[src/rtl/cmd_tx_sequencer_if.sv]
// ============================================================================
// Module   : cmd_tx_sequencer_if
// Brief    : Request/serializer bundle for the SD CMD-line transmit sequencer.
//            The abort pair exists only when CMD_TX_ABORT_EN is defined.
// Revision : 1.0
// ============================================================================
`default_nettype none

interface cmd_tx_sequencer_if #(
  parameter int N = 8
);
  logic          cmd_start;
  logic [5:0]    cmd_index;
  logic [31:0]   cmd_argument;
  logic [N-1:0]  parallel;
  logic          load;
  logic          enable;
  logic          cmd_busy;
  logic          cmd_done;
`ifdef CMD_TX_ABORT_EN
  logic          cmd_abort;
  logic          cmd_aborted;

  modport master (
    output cmd_start, cmd_index, cmd_argument, cmd_abort,
    input  parallel, load, enable, cmd_busy, cmd_done, cmd_aborted
  );
  modport slave (
    input  cmd_start, cmd_index, cmd_argument, cmd_abort,
    output parallel, load, enable, cmd_busy, cmd_done, cmd_aborted
  );
`else
  modport master (
    output cmd_start, cmd_index, cmd_argument,
    input  parallel, load, enable, cmd_busy, cmd_done
  );
  modport slave (
    input  cmd_start, cmd_index, cmd_argument,
    output parallel, load, enable, cmd_busy, cmd_done
  );
`endif
endinterface

`default_nettype wire

[src/rtl/cmd_tx_sequencer.sv]
// ============================================================================
// Module   : cmd_tx_sequencer
// Brief    : Builds the 48-bit SD command frame and feeds it to the CMD-line
//            serializer byte by byte, MSB first, with CRC7 and an Ncc gap.
//            Optional abort support: define CMD_TX_ABORT_EN.
// Revision : 1.0
// ============================================================================
`default_nettype none

module cmd_tx_sequencer #(
  parameter int N        = 8,
  parameter int IDLE_GAP = 8
) (
  input  logic              sd_clock,
  input  logic              reset,
  cmd_tx_sequencer_if.slave bus
);

  localparam int GW = (IDLE_GAP > 1) ? $clog2(IDLE_GAP) : 1;
  localparam logic [GW-1:0] GAP_LAST = GW'((IDLE_GAP > 0) ? IDLE_GAP - 1 : 0);

  typedef enum logic [2:0] {
    S_IDLE  = 3'd0,
    S_LOAD  = 3'd1,
    S_SHIFT = 3'd2,
    S_DONE  = 3'd3,
    S_GAP   = 3'd4
  } state_t;

  state_t         state_q;
  logic [N-1:0]   parallel_q;
  logic           load_q;
  logic           enable_q;
  logic           busy_q;
  logic           done_q;
  logic [31:0]    arg_q;
  logic [7:0]     cur_q;
  logic [6:0]     crc_q;
  logic [2:0]     bit_cnt_q;
  logic [2:0]     byte_cnt_q;
  logic [GW-1:0]  gap_cnt_q;

  logic           bit_d;
  logic [6:0]     crc_d;
  logic [6:0]     crc_ahead_d;
  logic [7:0]     next_byte_d;
  logic           abort_hit;

  function automatic logic [6:0] crc7_step(input logic [6:0] c, input logic b);
    logic fb;
    fb = b ^ c[6];
    return {c[5:0], 1'b0} ^ (fb ? 7'h09 : 7'h00);
  endfunction

  // cur_q is the byte the serializer is shifting; 7-bit_cnt == ~bit_cnt.
  assign bit_d       = cur_q[~bit_cnt_q];
  assign crc_d       = crc7_step(crc_q, bit_d);
  // Reload is registered one cycle early, so B5 folds in the byte's last bit too.
  assign crc_ahead_d = crc7_step(crc_d, cur_q[0]);

  always_comb begin
    next_byte_d = {crc_ahead_d, 1'b1};
    case (byte_cnt_q)
      3'd0:    next_byte_d = arg_q[31:24];
      3'd1:    next_byte_d = arg_q[23:16];
      3'd2:    next_byte_d = arg_q[15:8];
      3'd3:    next_byte_d = arg_q[7:0];
      default: next_byte_d = {crc_ahead_d, 1'b1};
    endcase
  end

`ifdef CMD_TX_ABORT_EN
  logic aborted_q;
  assign abort_hit = bus.cmd_abort && ((state_q == S_LOAD) || (state_q == S_SHIFT));
  assign bus.cmd_aborted = aborted_q;
`else
  assign abort_hit = 1'b0;
`endif

  always_ff @(posedge sd_clock) begin
    if (reset) begin
      state_q    <= S_IDLE;
      parallel_q <= '0;
      load_q     <= 1'b0;
      enable_q   <= 1'b0;
      busy_q     <= 1'b0;
      done_q     <= 1'b0;
      arg_q      <= '0;
      cur_q      <= '0;
      crc_q      <= '0;
      bit_cnt_q  <= '0;
      byte_cnt_q <= '0;
      gap_cnt_q  <= '0;
`ifdef CMD_TX_ABORT_EN
      aborted_q  <= 1'b0;
`endif
    end else begin
      load_q <= 1'b0;
      done_q <= 1'b0;
`ifdef CMD_TX_ABORT_EN
      aborted_q <= 1'b0;
`endif
      if (load_q) cur_q <= parallel_q;

      if (abort_hit) begin
        enable_q  <= 1'b0;
        gap_cnt_q <= '0;
`ifdef CMD_TX_ABORT_EN
        aborted_q <= 1'b1;
`endif
        if (IDLE_GAP > 0) begin
          state_q <= S_GAP;
        end else begin
          state_q <= S_IDLE;
          busy_q  <= 1'b0;
        end
      end else begin
        case (state_q)
          S_IDLE: begin
            if (bus.cmd_start) begin
              arg_q      <= bus.cmd_argument;
              crc_q      <= '0;
              byte_cnt_q <= '0;
              bit_cnt_q  <= '0;
              parallel_q <= {2'b01, bus.cmd_index};
              load_q     <= 1'b1;
              enable_q   <= 1'b1;
              busy_q     <= 1'b1;
              state_q    <= S_LOAD;
            end
          end
          S_LOAD: begin
            bit_cnt_q <= '0;
            state_q   <= S_SHIFT;
          end
          S_SHIFT: begin
            bit_cnt_q <= bit_cnt_q + 3'd1;
            if (byte_cnt_q != 3'd5) crc_q <= crc_d;
            if ((bit_cnt_q == 3'd6) && (byte_cnt_q != 3'd5)) begin
              parallel_q <= next_byte_d;
              load_q     <= 1'b1;
            end
            if (bit_cnt_q == 3'd7) begin
              if (byte_cnt_q == 3'd5) begin
                state_q  <= S_DONE;
                enable_q <= 1'b0;
                done_q   <= 1'b1;
              end else begin
                byte_cnt_q <= byte_cnt_q + 3'd1;
              end
            end
          end
          S_DONE: begin
            gap_cnt_q <= '0;
            if (IDLE_GAP > 0) begin
              state_q <= S_GAP;
            end else begin
              state_q <= S_IDLE;
              busy_q  <= 1'b0;
            end
          end
          S_GAP: begin
            if (gap_cnt_q == GAP_LAST) begin
              state_q <= S_IDLE;
              busy_q  <= 1'b0;
            end else begin
              gap_cnt_q <= gap_cnt_q + 1'b1;
            end
          end
          default: state_q <= S_IDLE;
        endcase
      end
    end
  end

  assign bus.parallel = parallel_q;
  assign bus.load     = load_q;
  assign bus.enable   = enable_q;
  assign bus.cmd_busy = busy_q;
  assign bus.cmd_done = done_q;

endmodule

`default_nettype wire

[src/flat_wrapper.sv]
// flat-port wrapper written by rule: the top's interface ports become plain ports
module cmd_tx_sequencer_flat 
#(
  parameter int N        = 8,
  parameter int IDLE_GAP = 8
)
  (sd_clock, reset, bus_cmd_start, bus_cmd_index, bus_cmd_argument, bus_parallel, bus_load, bus_enable, bus_cmd_busy, bus_cmd_done);
  cmd_tx_sequencer_if #(.N(N)) bus_i ();
  input  logic sd_clock;
  input  logic reset;
  input wire logic [$bits(bus_i.cmd_start)-1:0] bus_cmd_start;
  input wire logic [$bits(bus_i.cmd_index)-1:0] bus_cmd_index;
  input wire logic [$bits(bus_i.cmd_argument)-1:0] bus_cmd_argument;
  output wire logic [$bits(bus_i.parallel)-1:0] bus_parallel;
  output wire logic [$bits(bus_i.load)-1:0] bus_load;
  output wire logic [$bits(bus_i.enable)-1:0] bus_enable;
  output wire logic [$bits(bus_i.cmd_busy)-1:0] bus_cmd_busy;
  output wire logic [$bits(bus_i.cmd_done)-1:0] bus_cmd_done;
  assign bus_i.cmd_start = bus_cmd_start;
  assign bus_i.cmd_index = bus_cmd_index;
  assign bus_i.cmd_argument = bus_cmd_argument;
  assign bus_parallel = bus_i.parallel;
  assign bus_load = bus_i.load;
  assign bus_enable = bus_i.enable;
  assign bus_cmd_busy = bus_i.cmd_busy;
  assign bus_cmd_done = bus_i.cmd_done;
  cmd_tx_sequencer #(.N(N), .IDLE_GAP(IDLE_GAP)) u_core (.sd_clock(sd_clock), .reset(reset), .bus(bus_i));
endmodule
[config.mk]
export PLATFORM = sky130hd
export DESIGN_NAME = cmd_tx_sequencer_flat
export DESIGN_NICKNAME = d
export VERILOG_FILES = /design/src/rtl/cmd_tx_sequencer_if.sv /design/src/rtl/cmd_tx_sequencer.sv /design/src/flat_wrapper.sv
export SDC_FILE = /design/constraint.sdc
export NUM_CORES = 1
export LEC_CHECK = 0
export BUFFER_PORTS_ARGS = -buffer_cell sky130_fd_sc_hd__buf_2
export CAP_MARGIN = 20
export CORE_MARGIN = 1
export CORE_UTILIZATION = 40
export DETAILED_ROUTE_END_ITERATION = 8
export GPL_TIMING_DRIVEN = 1
export PLACE_DENSITY = 0.73
export SETUP_SLACK_MARGIN = 0.02
export SYNTH_ARGS = -nofsm -noshare
export SYNTH_HDL_FRONTEND = slang
export SYNTH_SLANG_ARGS = --single-unit
export TNS_END_PERCENT = 100
[constraint.sdc]
create_clock -name sd_clock -period 1.72 [get_ports sd_clock]
set_input_delay 0.172 -clock sd_clock [delete_from_list [all_inputs] [get_ports sd_clock]]
set_output_delay 0.172 -clock sd_clock [all_outputs]
set_load 0.03 [all_outputs]
Word-level counts from Yosys, hierarchy flattened
Cells that the tools add are included.
{"block": "totals", "regBits": 71, "latch_bits": 0, "mem_bits_rw": 0, "mem_bits_ro": 0, "in_bits": 41, "out_inout_bits": 12, "word_cells": 93, "mem_count": 0}
{"block": "classes", "add_sub_neg": 3, "multipliers": 0, "div": 0, "n_lt_le_gt_ge": 1, "n_eq_ne": 20, "n_shift": 0, "n_mux": 33, "bitwise_logic": 7, "n_reduce_logical": 17}
{"operator": "8-bit case mux with 4 select lines", "n": 1}
{"operator": "3-bit two-way mux", "n": 8}
{"operator": "8-bit two-way mux", "n": 2}
{"operator": "8-bit case mux with 2 select lines", "n": 1}
{"operator": "3-bit equality test (second input constant)", "n": 5}
{"operator": "3-bit case mux with 5 select lines", "n": 1}
{"operator": "7-bit two-way mux", "n": 2}
{"operator": "7-bit case mux with 2 select lines", "n": 1}
{"operator": "7-bit bitwise XOR", "n": 2}
{"operator": "3-bit by 2-bit equality test with 1-bit output (second input constant)", "n": 4}
{"operator": "3-bit case mux with 2 select lines", "n": 2}
{"operator": "4-bit AND reduction", "n": 3}
{"operator": "2-bit by 1-bit inequality test with 1-bit output (second input constant)", "n": 5}
{"operator": "3-bit by 1-bit adder with 3-bit output (second input constant)", "n": 3}
{"operator": "3-bit case mux with 3 select lines", "n": 1}
{"operator": "3-bit AND reduction", "n": 3}
{"operator": "1-bit two-way mux", "n": 8}
{"operator": "4-bit two-way mux", "n": 2}
{"operator": "3-bit by 1-bit equality test with 1-bit output (second input constant)", "n": 2}
{"operator": "3-bit zero test", "n": 2}
{"operator": "2-bit inequality test (second input constant)", "n": 3}
{"operator": "1-bit case mux with 2 select lines", "n": 3}
{"operator": "2-bit AND reduction", "n": 3}
{"operator": "2-bit nonzero test", "n": 3}
{"operator": "other kinds (9)", "n": 11}

Depth between registers and ports, before layout
{"block": "logic_depth", "word_depth": 12, "ltp_mapped": 8, "depth_no_buf": 7}

Worst setup path before layout
OpenSTA, ideal clock, no wires.
{"block": "synth_path", "path_kind": "reg-to-reg", "start": "reg u_core.byte_cnt_q[2]", "end": "reg u_core.parallel_q[5] (netlist: u_core.bus.parallel[5])", "setup_ns": 0.132, "t_arrival_ns": 1.610, "required_time_ns": 1.588, "setup_slack_ns": -0.022, "path_stages_with_launch": 9, "n_path_buf": 2, "synth_period_minus_slack_ns": 1.742, "cell_sequence": "dfxtp_1 inv_1 clkbuf_1 ha_1 clkbuf_1 a222oi_1 a21oi_1 a31oi_1 nor3_1"}
{"block": "synth_via", "elab_chain_len": 4, "word_cells_on_any_way": 11, "classes_between": "5 x eq/ne; 3 x mux; 3 x reduce/logical"}
{"item": "start, declared", "line": "cmd_tx_sequencer.sv:40", "source": "logic [2:0] byte_cnt_q;"}
{"item": "start signal, assigned", "line": "cmd_tx_sequencer.sv:149", "source": "byte_cnt_q <= byte_cnt_q + 3'd1;"}
{"item": "3-bit by 2-bit equality test with 1-bit output (tied with other cells)", "line": "cmd_tx_sequencer.sv:63", "source": "case (byte_cnt_q)"}
{"item": "8-bit case mux with 4 select lines / 1-bit logical AND (equally long branches)", "line": "cmd_tx_sequencer.sv:63, cmd_tx_sequencer.sv:139"}
{"item": "8-bit two-way mux / 2-bit by 1-bit inequality test with 1-bit output (equally long branches)"}
{"item": "8-bit case mux with 2 select lines / 3-bit AND reduction (equally long branches)"}
{"item": "end signal, assigned", "line": "cmd_tx_sequencer.sv:125", "source": "parallel_q <= {2'b01, bus.cmd_index};"}
{"item": "end signal, assigned", "line": "cmd_tx_sequencer.sv:140", "source": "parallel_q <= next_byte_d;"}
{"item": "end, declared", "line": "cmd_tx_sequencer.sv:31", "source": "logic [N-1:0] parallel_q;"}
Several ways; a longest one is shown, not always the timed one. The select of a mux whose other input is x is not followed.
A chain may end at the register's enable or synchronous reset.

Worst setup path in the final report
{"block": "layout_path", "start": "reg u_core.byte_cnt_q[0]", "end": "reg u_core.parallel_q[5] (netlist: u_core.bus.parallel[5])"}
Same word-level chain as after synthesis.

==> summary.md <==
| Metric | Value |
|---|---|
| Worst min path class | `in2reg` |
| DRC violations left | `0` |
| Area contributors post-synth | `dfxtp_1 44%, nand2_1 8.9%, a21oi_1 7.7%, nor2_1 4.6%, ha_1 3.9%` |
| H-tree Lvls | `3` |
| # rows | `32` |
| Cells after Synth | `389` |
| Worst-path maximum fanout | `6` |
| Initial antenna violation count | `0` |
| IO Count | `53` |
| Core area | `7770 µm²` |
| Final Hold Viols | `0` |
| Yosys warning total | `0` |
| Largest family of logic cells by synthesized area | `simple AND/OR/NAND/NOR gates` |
| Crit path capture type | `flip-flop` |
| Worst setup margin | `93.1 ps` |
| Final Max Tran Viols | `0` |
| Worst slew pin tran | `562 ps` |
| Synth Area in Adders | `3.87%` |
| Vias in the first global route | `2767` |
| Sink Count | `71` |
| Async set-reset flop share out of synthesis | `0%` |
| Global route overflow | `0` |
| Layout cell share with drive strength beyond 1 | `24.3%` |
| Fillers | `767` |
| EDFF count, synth | `0` |
| Chip height | `91.9 µm` |
| 1st-pass router iterations | `6` |
| Worst Setup Start Kind | `flip-flop` |
| Slew HR | `62.5%` |
| TritonCTS buffer count | `9` |
| Final Cycle Share | `94.6%` |
| Post-CTS setup buffer count | `0` |
| Vias per inst | `5.26` |
| Reg-to-reg critical path endpoint | `u_core.bus.parallel[5]` |
| Routability cong. | `0.917` |
| Max clock buf depth | `2` |
| # setup viols final | `0` |
| Share of the synthesized area in the top cell type | `44.0%` |
| RSZ-0062 raised after global routing | `false` |
| Synth Area in XOR/XNOR | `1.35%` |
| Root Buffer | `clkbuf_8` |
| Die X | `91.9 µm` |
| Most common cell in the netlist | `nand2_1` |
| Mux share of post-synthesis cell area | `4.18%` |
| Initial DRC count | `227` |
| Post-synthesis compound-gate area fraction | `20.5%` |
| Post-Layout Cell Count | `554` |
| Status | `finished clean` |
| Crit path kind | `reg2reg` |
| Post-synth top cells | `77 x nand2_1, 71 x dfxtp_1, 50 x a21oi_1` |
| Initial Util | `41.6%` |
| CP endpoint | `u_core.bus.parallel[5]` |
| Final ANT Viol Nets | `0` |
| Post-Syn Nets | `440` |
| Worst-Skew Late Latency | `350 ps` |
| Final core occ | `50.3%` |
| Reg area | `1430 µm²` |
| CP required | `1930 ps` |
| Inserted Diodes | `0` |
| VDD IR max | `0.000615 V` |
| Register area share after synthesis | `44.0%` |
| Power Density | `985 nW/µm²` |
| Critical Path Start | `u_core.byte_cnt_q[0]` |
| WHS | `54.7 ps` |
| Reg2Reg Depth | `6` |
| Slowest CP cell | `dfxtp_1` |
| Synth Area in Simple Gates | `21.3%` |
| Vias | `2912` |
| IO Port Bufs | `52` |
| CP max stage delay | `340 ps` |
| Detailed placement HPWL | `5.89 mm` |
| Die ar. | `8450 µm²` |
| Clock Pin Slew Worst Setup and Hold Paths | `70 ps` |
| CTS tree | `yes` |
| Synthesized flop and latch total | `71` |
| Mapped Area | `3230 µm²` |
| Chain of cells forming the critical path | `ha_1, ha_2, a222oi_1, a21oi_1, a31oi_1, nor3_1` |
| CP arrival | `1840 ps` |
| First-pass GRT wire length | `13.3 mm` |
| Fin crit period | `1630 ps` |
| Setup Total Neg Slack | `0 ps` |
| Most common flop cell mapped by yosys | `dfxtp_1` |
| Area leader, netlist | `dfxtp_1` |
| Worst r2r src | `u_core.byte_cnt_q[0]` |
| Largest net degree at the start of global routing | `29` |
| Syn_area_per_cell | `8.31 µm²` |
| Post-DR wirelength/cell | `14.6 µm` |
| Post-Place Cells | `538` |
| Area occupied by multi-input gates | `1680 µm²` |
| F_max | `615 MHz` |
| Leakage | `1.58 nW` |
| Flop-to-flop setup slack | `90 ps` |
| Post-Route Skew | `9.27 ps` |
| Post-place setup slack | `-59.7 ps` |
| Layout Nets | `498` |
| Max cap viols | `0` |
| GR Util All Layers | `20.3%` |
| Total wire length | `8.08 mm` |
| Area grow syn2layout | `20.9%` |
| Unique masters post-synth | `53` |
per-layer routing:
metal / GRT usage [%] / share of wire [%]
met5: 0 / 0
met4: 7.68 / 1.6
met3: 4.06 / 5.5
met2: 32.0 / 46
met1: 27.3 / 47
worst max-delay path: cells and delay by family, from the launching register on:
kind / cells / cell delay, ps
compound gates: 3 / 660
simple gates: 1 / 60
fa+ha+maj: 2 / 430
flops: 1 / 340
cells by family (layout without fill, tap and decap cells):
| logic type | count (synthesis) | in the layout |
|---|---|---|
| adders and majority gates | 10 | 10 |
| buffers and inverters | 33 | 96 |
| xor gates and xnor gates | 5 | 5 |
| DFF | 71 | 71 |
| and+or+nand+nor | 154 | 154 |
| muxes | 13 | 13 |
| AOI/OAI and AO/OA | 103 | 103 |
area by class of cell:
type | instances | share of cell area [%]
Tap cell | 102 | 3.27
Multi-Input combinational cell | 285 | 43.0
Clock buffer | 12 | 3.71
Timing Repair Buffer | 76 | 12.0
Sequential cell | 71 | 36.5
Clock inverter | 4 | 1.15
Inverter | 4 | 0.384
stage by stage:
step / power [mW] / cell area (µm²)
5_1_grt: 4.04 / 3910
3_5_place_dp: 2.57 / 3680
2_1_floorplan: 2.34 / 3240
4_1_cts: 3.87 / 3890
3_3_place_gp: 2.56 / 3680
6_report: 3.85 / 3910
worst min-delay path by stage:
stage	from	to	slack [ps]	depth (start not counted)
floorplan	bus_cmd_argument[0]	u_core.arg_q[0]	310	2
global placement	bus_cmd_argument[2]	u_core.arg_q[2]	410	3
detailed placement	bus_cmd_argument[14]	u_core.arg_q[14]	420	3
CTS	bus_cmd_argument[1]	u_core.arg_q[1]	50	3
global route	bus_cmd_argument[14]	u_core.arg_q[14]	50	3
finish	bus_cmd_argument[14]	u_core.arg_q[14]	50	3
where the power goes:
group	leakage, nW	switching [mW]	internal (mW)	total (mW)
logic	0.897	0.406	0.280	0.686
clock network	0.100	0.598	0.703	1.30
registers	0.582	0.103	1.76	1.86
cells in the final DEF, fill, tap and decap left out, types with 2 or more instances in the layout:
cell type and instances:
nand2_1 77, dfxtp_1 69, buf_2 52, a21oi_1 50, nor2_1 40, buf_4 21
a22oi_1 14, mux2i_1 12, clkbuf_8 10, nand3_1 9, ha_1 7, nor3_1 6
o21ai_0 6, inv_1 4, nand3b_1 4, a31oi_1 4, nand2b_1 3, nor2b_1 3
xnor2_1 3, o21ai_1 3, a222oi_1 3, ha_2 3, clkinv_2 3, a22o_1 2
xor2_1 2, a211oi_1 2, a311oi_1 2, nand4_1 2, clkbuf_1 2, buf_12 2
flip-flops by register name, summed over array words and instances (netlist names):
name and cells:
u_core.arg_q 32, u_core.bus.cmd_busy 1, u_core.bus.load 1, u_core.bus.cmd_done 1, u_core.gap_cnt_q 3, u_core.bus.enable 1
u_core.byte_cnt_q 3, u_core.bus.parallel 8, u_core.bit_cnt_q 3, u_core.state_q 3, u_core.crc_q 7, u_core.cur_q 8
timing repair:
item	in CTS	in global routing
endpoints found under the setup margin	5	41
pin swaps	0	1
hold buffers	0	0
resized for setup	3	8
Note: power is estimated with default switching activity, not from simulation.
